--- config.mk ---
export PLATFORM = sky130hd
export DESIGN_NAME = vga_timing_gen
export DESIGN_NICKNAME = d
export VERILOG_FILES = /design/src/rtl/vga_pkg.sv /design/src/rtl/clk_en_div.sv /design/src/rtl/vga_timing_gen.sv
export SDC_FILE = /design/constraint.sdc
export NUM_CORES = 1
export LEC_CHECK = 0
export ABC_AREA = 1
export BUFFER_PORTS_ARGS = -buffer_cell sky130_fd_sc_hd__buf_2
export CAP_MARGIN = 20
export CORE_MARGIN = 2
export CORE_UTILIZATION = 35
export CTS_BUF_LIST = sky130_fd_sc_hd__clkbuf_16
export CTS_CLUSTER_DIAMETER = 50
export CTS_CLUSTER_SIZE = 8
export DETAILED_ROUTE_END_ITERATION = 8
export PLACE_DENSITY = 0.59
export SLEW_MARGIN = 5
export SYNTH_ARGS = -nofsm -noshare
export SYNTH_HDL_FRONTEND = slang
export SYNTH_SLANG_ARGS = --single-unit
export TNS_END_PERCENT = 100
--- constraint.sdc ---
create_clock -name clk -period 2.6 [get_ports clk]
set_input_delay 0.26 -clock clk [delete_from_list [all_inputs] [get_ports clk]]
set_output_delay 0.26 -clock clk [all_outputs]
set_load 0.01 [all_outputs]
--- src/rtl/vga_pkg.sv ---
// vga_pkg: VGA 640x480@60 Hz timing constants shared by the timing
// generator and the snake renderer.
// Holds the porch/sync/active widths, the derived totals, the sync window
// bounds, and a small window-decode helper.
package vga_pkg;

  // Base timing, in pixels (horizontal) and lines (vertical).
  localparam int VGA_DIV     = 4;
  localparam int VGA_H_ACT   = 640;
  localparam int VGA_H_FRONT = 16;
  localparam int VGA_H_SYNC  = 96;
  localparam int VGA_H_BACK  = 48;
  localparam int VGA_V_ACT   = 480;
  localparam int VGA_V_FRONT = 10;
  localparam int VGA_V_SYNC  = 2;
  localparam int VGA_V_BACK  = 33;

  // Derived values. The sync window bounds are inclusive.
  localparam int VGA_H_TOTAL      = VGA_H_ACT + VGA_H_FRONT + VGA_H_SYNC + VGA_H_BACK;
  localparam int VGA_V_TOTAL      = VGA_V_ACT + VGA_V_FRONT + VGA_V_SYNC + VGA_V_BACK;
  localparam int VGA_H_SYNC_START = VGA_H_ACT + VGA_H_FRONT;
  localparam int VGA_H_SYNC_END   = VGA_H_SYNC_START + VGA_H_SYNC - 1;
  localparam int VGA_V_SYNC_START = VGA_V_ACT + VGA_V_FRONT;
  localparam int VGA_V_SYNC_END   = VGA_V_SYNC_START + VGA_V_SYNC - 1;

  // Returns 1 when lo <= val < hi_excl. Only compares are used, no arithmetic.
  function automatic logic in_span(input logic [9:0] val,
                                   input logic [9:0] lo,
                                   input logic [9:0] hi_excl);
    return (val >= lo) && (val < hi_excl);
  endfunction

endpackage

--- src/rtl/clk_en_div.sv ---
// clk_en_div: clock-enable divider. It produces a one-clk pulse every DIV clks.
// The pulse is not a derived clock, so it can also drive slow ticks such as
// the snake step and the debounce sample.
// Ports:
//   clk_i    system clock
//   rst_n_i  synchronous active-low reset
//   ce_o     registered enable, high for 1 clk in every DIV (DIV >= 2)
module clk_en_div #(
  parameter int DIV = 4
) (
  input  logic clk_i,
  input  logic rst_n_i,
  output logic ce_o
);

  localparam int            W    = (DIV > 2) ? $clog2(DIV) : 1;
  localparam logic [W-1:0]  LAST = W'(DIV - 1);

  logic [W-1:0] cnt_q;
  logic [W-1:0] cnt_d;
  logic         ce_q;

  // Next divider count: wrap after DIV-1.
  always_comb begin
    cnt_d = cnt_q;
    if (cnt_q == LAST) begin
      cnt_d = {W{1'b0}};
    end else begin
      cnt_d = cnt_q + W'(1);
    end
  end

  // Divider state and the enable register. The enable is set on the edge
  // where the count sits at DIV-1.
  always_ff @(posedge clk_i) begin
    if (!rst_n_i) begin
      cnt_q <= {W{1'b0}};
      ce_q  <= 1'b0;
    end else begin
      cnt_q <= cnt_d;
      ce_q  <= (cnt_q == LAST);
    end
  end

  assign ce_o = ce_q;

endmodule

--- src/rtl/vga_timing_gen.sv ---
// vga_timing_gen: VGA raster timing generator. It runs on one clock domain
// and uses a pixel clock-enable.
// Ports:
//   clk, rst_n             system clock, synchronous active-low reset
//   pix_ce                 pixel-step enable (one clk every DIV)
//   vga_hs, vga_vs         active-low sync pulses
//   de, x, y               active-video flag and coordinates (x,y = 0 when de = 0)
//   line_start             1-clk pulse with the h=0 pixel
//   frame_start            1-clk pulse with the h=0, v=0 pixel
// The registered outputs decode the pre-increment counters on each pix_ce
// edge. They therefore trail the counters by one pixel, and all outputs stay
// aligned with each other.
module vga_timing_gen
  import vga_pkg::*;
#(
  parameter int DIV     = VGA_DIV,
  parameter int H_ACT   = VGA_H_ACT,
  parameter int H_FRONT = VGA_H_FRONT,
  parameter int H_SYNC  = VGA_H_SYNC,
  parameter int H_BACK  = VGA_H_BACK,
  parameter int V_ACT   = VGA_V_ACT,
  parameter int V_FRONT = VGA_V_FRONT,
  parameter int V_SYNC  = VGA_V_SYNC,
  parameter int V_BACK  = VGA_V_BACK
) (
  input  logic       clk,
  input  logic       rst_n,
  output logic       pix_ce,
  output logic       vga_hs,
  output logic       vga_vs,
  output logic       de,
  output logic [9:0] x,
  output logic [9:0] y,
  output logic       line_start,
  output logic       frame_start
);

  localparam logic [9:0] H_LAST    = 10'(H_ACT + H_FRONT + H_SYNC + H_BACK - 1);
  localparam logic [9:0] V_LAST    = 10'(V_ACT + V_FRONT + V_SYNC + V_BACK - 1);
  localparam logic [9:0] H_ACT_C   = 10'(H_ACT);
  localparam logic [9:0] V_ACT_C   = 10'(V_ACT);
  localparam logic [9:0] HS_LO     = 10'(H_ACT + H_FRONT);
  localparam logic [9:0] HS_HI_X   = 10'(H_ACT + H_FRONT + H_SYNC);
  localparam logic [9:0] VS_LO     = 10'(V_ACT + V_FRONT);
  localparam logic [9:0] VS_HI_X   = 10'(V_ACT + V_FRONT + V_SYNC);

  logic       ce_s;
  logic [9:0] h_cnt_q, h_cnt_d;
  logic [9:0] v_cnt_q, v_cnt_d;
  logic       de_s, hs_s, vs_s;
  logic       hs_q, vs_q, de_q, ls_q, fs_q;
  logic [9:0] x_q, y_q;

  clk_en_div #(.DIV(DIV)) u_div (
    .clk_i   (clk),
    .rst_n_i (rst_n),
    .ce_o    (ce_s)
  );

  // Raster counters: h wraps after H_LAST and carries into v.
  // Both counters wrap together at the last pixel of the frame.
  always_comb begin
    h_cnt_d = h_cnt_q;
    v_cnt_d = v_cnt_q;
    if (ce_s) begin
      if (h_cnt_q == H_LAST) begin
        h_cnt_d = 10'd0;
        if (v_cnt_q == V_LAST) begin
          v_cnt_d = 10'd0;
        end else begin
          v_cnt_d = v_cnt_q + 10'd1;
        end
      end else begin
        h_cnt_d = h_cnt_q + 10'd1;
      end
    end else begin
      h_cnt_d = h_cnt_q;
    end
  end

  // Decode of the current counter position.
  always_comb begin
    de_s = (h_cnt_q < H_ACT_C) && (v_cnt_q < V_ACT_C);
    hs_s = ~in_span(h_cnt_q, HS_LO, HS_HI_X);
    vs_s = ~in_span(v_cnt_q, VS_LO, VS_HI_X);
  end

  // Counter state and output registers. The outputs load only on pixel steps.
  // The strobes clear on the next clk so that each one lasts exactly 1 clk.
  always_ff @(posedge clk) begin
    if (!rst_n) begin
      h_cnt_q <= 10'd0;
      v_cnt_q <= 10'd0;
      hs_q    <= 1'b1;
      vs_q    <= 1'b1;
      de_q    <= 1'b0;
      x_q     <= 10'd0;
      y_q     <= 10'd0;
      ls_q    <= 1'b0;
      fs_q    <= 1'b0;
    end else begin
      h_cnt_q <= h_cnt_d;
      v_cnt_q <= v_cnt_d;
      if (ce_s) begin
        hs_q <= hs_s;
        vs_q <= vs_s;
        de_q <= de_s;
        x_q  <= de_s ? h_cnt_q : 10'd0;
        y_q  <= de_s ? v_cnt_q : 10'd0;
        ls_q <= (h_cnt_q == 10'd0);
        fs_q <= (h_cnt_q == 10'd0) && (v_cnt_q == 10'd0);
      end else begin
        ls_q <= 1'b0;
        fs_q <= 1'b0;
      end
    end
  end

  assign pix_ce      = ce_s;
  assign vga_hs      = hs_q;
  assign vga_vs      = vs_q;
  assign de          = de_q;
  assign x           = x_q;
  assign y           = y_q;
  assign line_start  = ls_q;
  assign frame_start = fs_q;

endmodule
# After elaboration in Yosys (flattened, before gate mapping)

Cells that the tools add are included.

Add/sub/neg operators: 3
Multipliers: 0
Div/mod/pow operators: 0
Magnitude comparators: 6
Equal/unequal tests: 3
Shift-type cells: 0
Mux-type cells: 4
Bitwise operators: 3
Reduce and logical (&&, ||, !) cells: 9

Operator list:

| operator              | number |
|---|---|
| $mux 10               | 4 |
| $add 10x1->10 const B | 2 |
| $eq 10x10->1 const B  | 2 |
| $logic_not 10->1      | 2 |
| $lt 10x10->1 const B  | 2 |
| $lt 10x9->1 const B   | 2 |
| $ge 10x10->1 const B  | 1 |
| $ge 10x9->1 const B   | 1 |
| $logic_and 1x1->1     | 4 |
| $reduce_and 2->1      | 2 |
| $not 1->1             | 3 |
| $add 2x1->2 const B   | 1 |
| $eq 2x2->1 const B    | 1 |
| $reduce_or 2->1       | 1 |

Register bits after elaboration: 48
Latch bits: 0
Memory bits (writable): 0
ROM bits: 0
Input port bits: 2
Output and inout port bits: 26
Word-level logic and storage cells: 39
Memories kept: 0

# Logic depth before layout (Yosys ltp)

Word-level depth: 3
Gate-level depth with buffers: 9

# By module

Synthesis repeated with hierarchy kept, for this count alone.

Cell total of the unflattened synthesis: 297
Area, all modules: 2147.1 um2

By module, submodules not included:

| module         | instances | cells an instance | area each (um2) | seq. area each (um2) |
|---|---|---|---|---|
| vga_timing_gen | 1         | 286               | 2048.2          | 900.9 |
| clk_en_div     | 1         | 11                | 98.8            | 60.1 |

# Worst setup path before layout

Ideal clock, no wire load.

Kind: register -> register
Start point: reg h_cnt_q[0]
End point: reg v_cnt_q[9]
Data arrival time: 1.193 ns
Data required time: 2.486 ns
Slack: 1.293 ns
Cell stages (with the launch flop): 8
Buffers on the path: 1
Period minus slack after synthesis: 1.307 ns
Path through: dfxtp_1 > ha_1 > nand4_1 > nor2_2 > buf_6 > nand3_2 > nor2_1 > nor2_2

Word-level cells in the longest chain between the ends: 2

RTL lines:

| what                              | line                  | text |
|---|---|---|
| from (decl)                       | vga_timing_gen.sv:48  | `logic [9:0] h_cnt_q, h_cnt_d;` |
| from (signal assigned)            | vga_timing_gen.sv:102 | `h_cnt_q <= h_cnt_d;` |
| $eq 10x10->1                      | vga_timing_gen.sv:66  | `if (h_cnt_q == H_LAST) begin` |
| $reduce_and 2->1 (no source line) | n/a                   |  |
| to (signal assigned)              | vga_timing_gen.sv:103 | `v_cnt_q <= v_cnt_d;` |
| to (decl)                         | vga_timing_gen.sv:49  | `logic [9:0] v_cnt_q, v_cnt_d;` |

Every way passes these cells.
A chain may end at the register's enable or synchronous reset.

# Worst setup path in the final report

Start point: reg h_cnt_q[0]
End point: reg v_cnt_q[7]

The elaborated chain is that of the path after synthesis.

==> results.json <==
{
  "outcome": "finished clean",
  "finalCriticalPeriod_ns": 1.67,
  "grt.total_usage_pct": 14.7,
  "switchingPower_w": 0.000316,
  "ctsHtreeMaxLevel": 2,
  "post-route-drc-count": 0,
  "cp.arrival_ns": 1.89,
  "antenna_found_initial": 0,
  "post_drt_via_cell_ratio": 4.79,
  "critical-path-top-delay-family": "simple AND/OR/NAND/NOR gates",
  "yosysWarnings": 0,
  "cp-start-kind": "register",
  "synth_area_mm2": 0.00221,
  "row_count": 28,
  "tns_ns": 0,
  "worst_pin_slew_ns": 0.468,
  "final_nets": 329,
  "total_power_w": 0.00142,
  "dp_hpwl_um": 3390,
  "p_int_w": 0.00111,
  "vdd_drop_max_mv": 0.357,
  "finalSetupViolations": 0,
  "ys_seq_elements": 48,
  "cts-root-buf": "clkbuf_16",
  "r2r_start": "h_cnt_q[0]",
  "synth_nets": 304,
  "path_clk_slew_ns": 0.07,
  "vias": 1905,
  "cts_made_buffers": 5,
  "crit_path_frequent_cell": "nor2_1",
  "clk_path_buf_depth": 2,
  "grt_max_degree": 26,
  "core_area_mm2": 0.00603,
  "clkPwrFrac_pct": 43.8,
  "antenna_left": 0,
  "min_path_type": "in2reg",
  "worst_path_max_delay_cell": "nor2_2",
  "post_cts_resized": 0,
  "syn_area_per_cell_um2": 7.45,
  "synth_cell_types": 33,
  "hold_violations": 0,
  "die_y_um": 83.5,
  "min_from": "rst_n",
  "cts.sink_count": 48,
  "worst-path-max-fanout": 11,
  "worstSetupPathType": "reg2reg",
  "area_growth_pct": 14.4,
  "required_ns": 2.83,
  "swShare_pct": 22.1,
  "initial_core_util_pct": 36.7,
  "clk_latency_ns": 0.29,
  "io_pins": 28,
  "syn-instance-count": 297,
  "post-cts-setup-buffers": 0,
  "rsz0062_at_grt": "false",
  "slew_headroom_pct": 68.8,
  "grt_pass1_wl_um": 8270,
  "diodes": 0,
  "seq_power_share_pct": 52.5,
  "overflow": 0,
  "skew_ns": 0.00798,
  "power.density_mw_per_mm2": 563,
  "end_kind": "register",
  "fmax_ghz": 0.600,
  "post-route-period-util_pct": 64.1,
  "slew_violations": 0,
  "wirelength_um": 4770,
  "comb_power_share_pct": 3.7,
  "drt_first_pass_iters": 4,
  "gp_congestion": 0.836,
  "avgRoutedWirePerCell_um": 12.0,
  "drive_gt1_share_pct": 19.2,
  "postCtsHoldBufs": 0,
  "power.leakage_nw": 1.01,
  "first_global_vias": 1751,
  "max-cap-violations": 0,
  "cts_tree": "built",
  "fp.dieArea_mm2": 0.00697,
  "cp_num_buf_inv": 0,
  "die_w_um": 83.5,
  "cp_slowest_stage_delay_ns": 0.43,
  "seq_area_frac_synth_pct": 43.4,
  "drtIter0Drc": 93,
  "portBuffers": 27,
  "crit_path_cell_trace": "ha_1, nand4_1, nor2_2, nand2_1, nor2_1, nor2_1, nor2_1",
  "crit_start": "h_cnt_q[0]"
}
cell families (layout without fill, tap and decap cells):
group	Yosys count	count (layout)	share of synthesized area (%)
AND/OR/NAND/NOR	162	162	34.0
flip-flops	48	48	43.4
buffers and inverters	43	69	8.48
AO/OA/AOI/OAI	36	36	10.0
adder cells (fa/ha/maj)	5	5	2.83
XOR/XNOR	3	3	1.19
worst reg2reg max path, cell delays in order (launching register included):
cell     delay [ns]
dfxtp_1        0.40
ha_1           0.25
nand4_1        0.15
nor2_2         0.43
nand2_1        0.14
nor2_1         0.11
nor2_1         0.05
nor2_1         0.07
power by group through the flow:
stage,clock (W),combinational [W],sequential [W]
after global routing,0.000671,0.0000614,0.000748
after floorplan,0,0.0000426,0.000763
after CTS,0.000648,0.0000543,0.000747
after global placement,0,0.0000528,0.000764
after detailed placement,0,0.0000543,0.000764
final,0.000624,0.0000530,0.000748
Yosys cell counts:
master	instances	area (um2)
nor2_2	4	25.0
nor3_1	7	35.0
and3_2	1	7.51
inv_2	1	3.75
xor2_1	2	17.5
xnor2_1	1	8.76
nand4_1	4	25.0
dfxtp_1	48	961
clkinv_2	1	5.00
clkbuf_1	5	18.8
nor2_4	2	22.5
nand3_1	32	160
inv_1	30	113
and2_1	1	6.26
nand2_2	3	18.8
o21ai_2	9	78.8
a211oi_1	1	7.51
buf_2	2	10.0
nor2_1	34	128
nand2_4	2	22.5
buf_6	3	33.8
a21oi_1	7	35.0
nor3b_1	2	15.0
nand3b_1	1	7.51
clkinv_1	1	3.75
ha_1	5	62.6
o21ai_0	17	85.1
a31oi_1	1	6.26
nand2_1	65	244
nor3_2	1	10.0
a21oi_2	1	8.76
nand3_2	2	20.0
nor4_1	1	6.26
area by class of cell:
| class | count | area [um2] |
|---|---|---|
| fill | 654 | 3500 |
| multi-input combinational | 206 | 1060 |
| sequential | 48 | 961 |
| timing repair buffer | 28 | 143 |
| clock buffer | 5 | 125 |
| inverter | 33 | 125 |
| tap | 75 | 93.8 |
| clock inverter | 3 | 18.8 |
per-layer routing:
layer  global-route usage (%)  vias to the layer above  share of wire [%]
li1                         -                     1002                  -
met2                     22.5                       36                 44
met3                     3.36                        4                4.2
met1                     20.3                      863                 51
met4                     4.84                        0                1.1
met5                        0                        -                  0
final timing paths:
kind	to	slack, ns	depth (start not counted)
max	v_cnt_q[7]	0.93	7
min	y[9]	0.37	3
max reg2reg	v_cnt_q[7]	0.93	7
min reg2reg	y[9]	0.42	2
stage by stage:
step | instance area (um2) | worst slack, ns | instances | hold WS [ns] | util [%]
finish | 2530 | 0.934 | 398 | 0.371 | 42.0
global route | 2530 | 0.710 | 398 | 0.419 | 42.0
CTS | 2530 | 0.952 | 398 | 0.364 | 42.0
detailed placement | 2390 | 1.01 | 390 | 0.416 | 39.6
global placement | 2390 | 1.01 | 390 | 0.414 | 39.6
floorplan | 2210 | 1.29 | 297 | 0.404 | -
placed cells by master (no fill, tap or decap), types with 3 or more instances in the layout:
cell / n
buf_2: 27
nand2_2: 3
dfxtp_1: 48
nand3_1: 32
inv_1: 30
o21ai_0: 17
nand2_1: 65
clkbuf_16: 5
ha_1: 5
nor2_1: 34
a21oi_1: 7
nor2_2: 4
o21ai_2: 9
nand4_1: 4
nor3_1: 7
flip-flops by register name (all words and copies together) (netlist names):
name	cells
de	1
h_cnt_q	10
vga_hs	1
line_start	1
frame_start	1
u_div.ce_o	1
vga_vs	1
u_div.cnt_q	2
y	10
x	10
v_cnt_q	10
No activity file was read; power rests on OpenSTA's default activity.
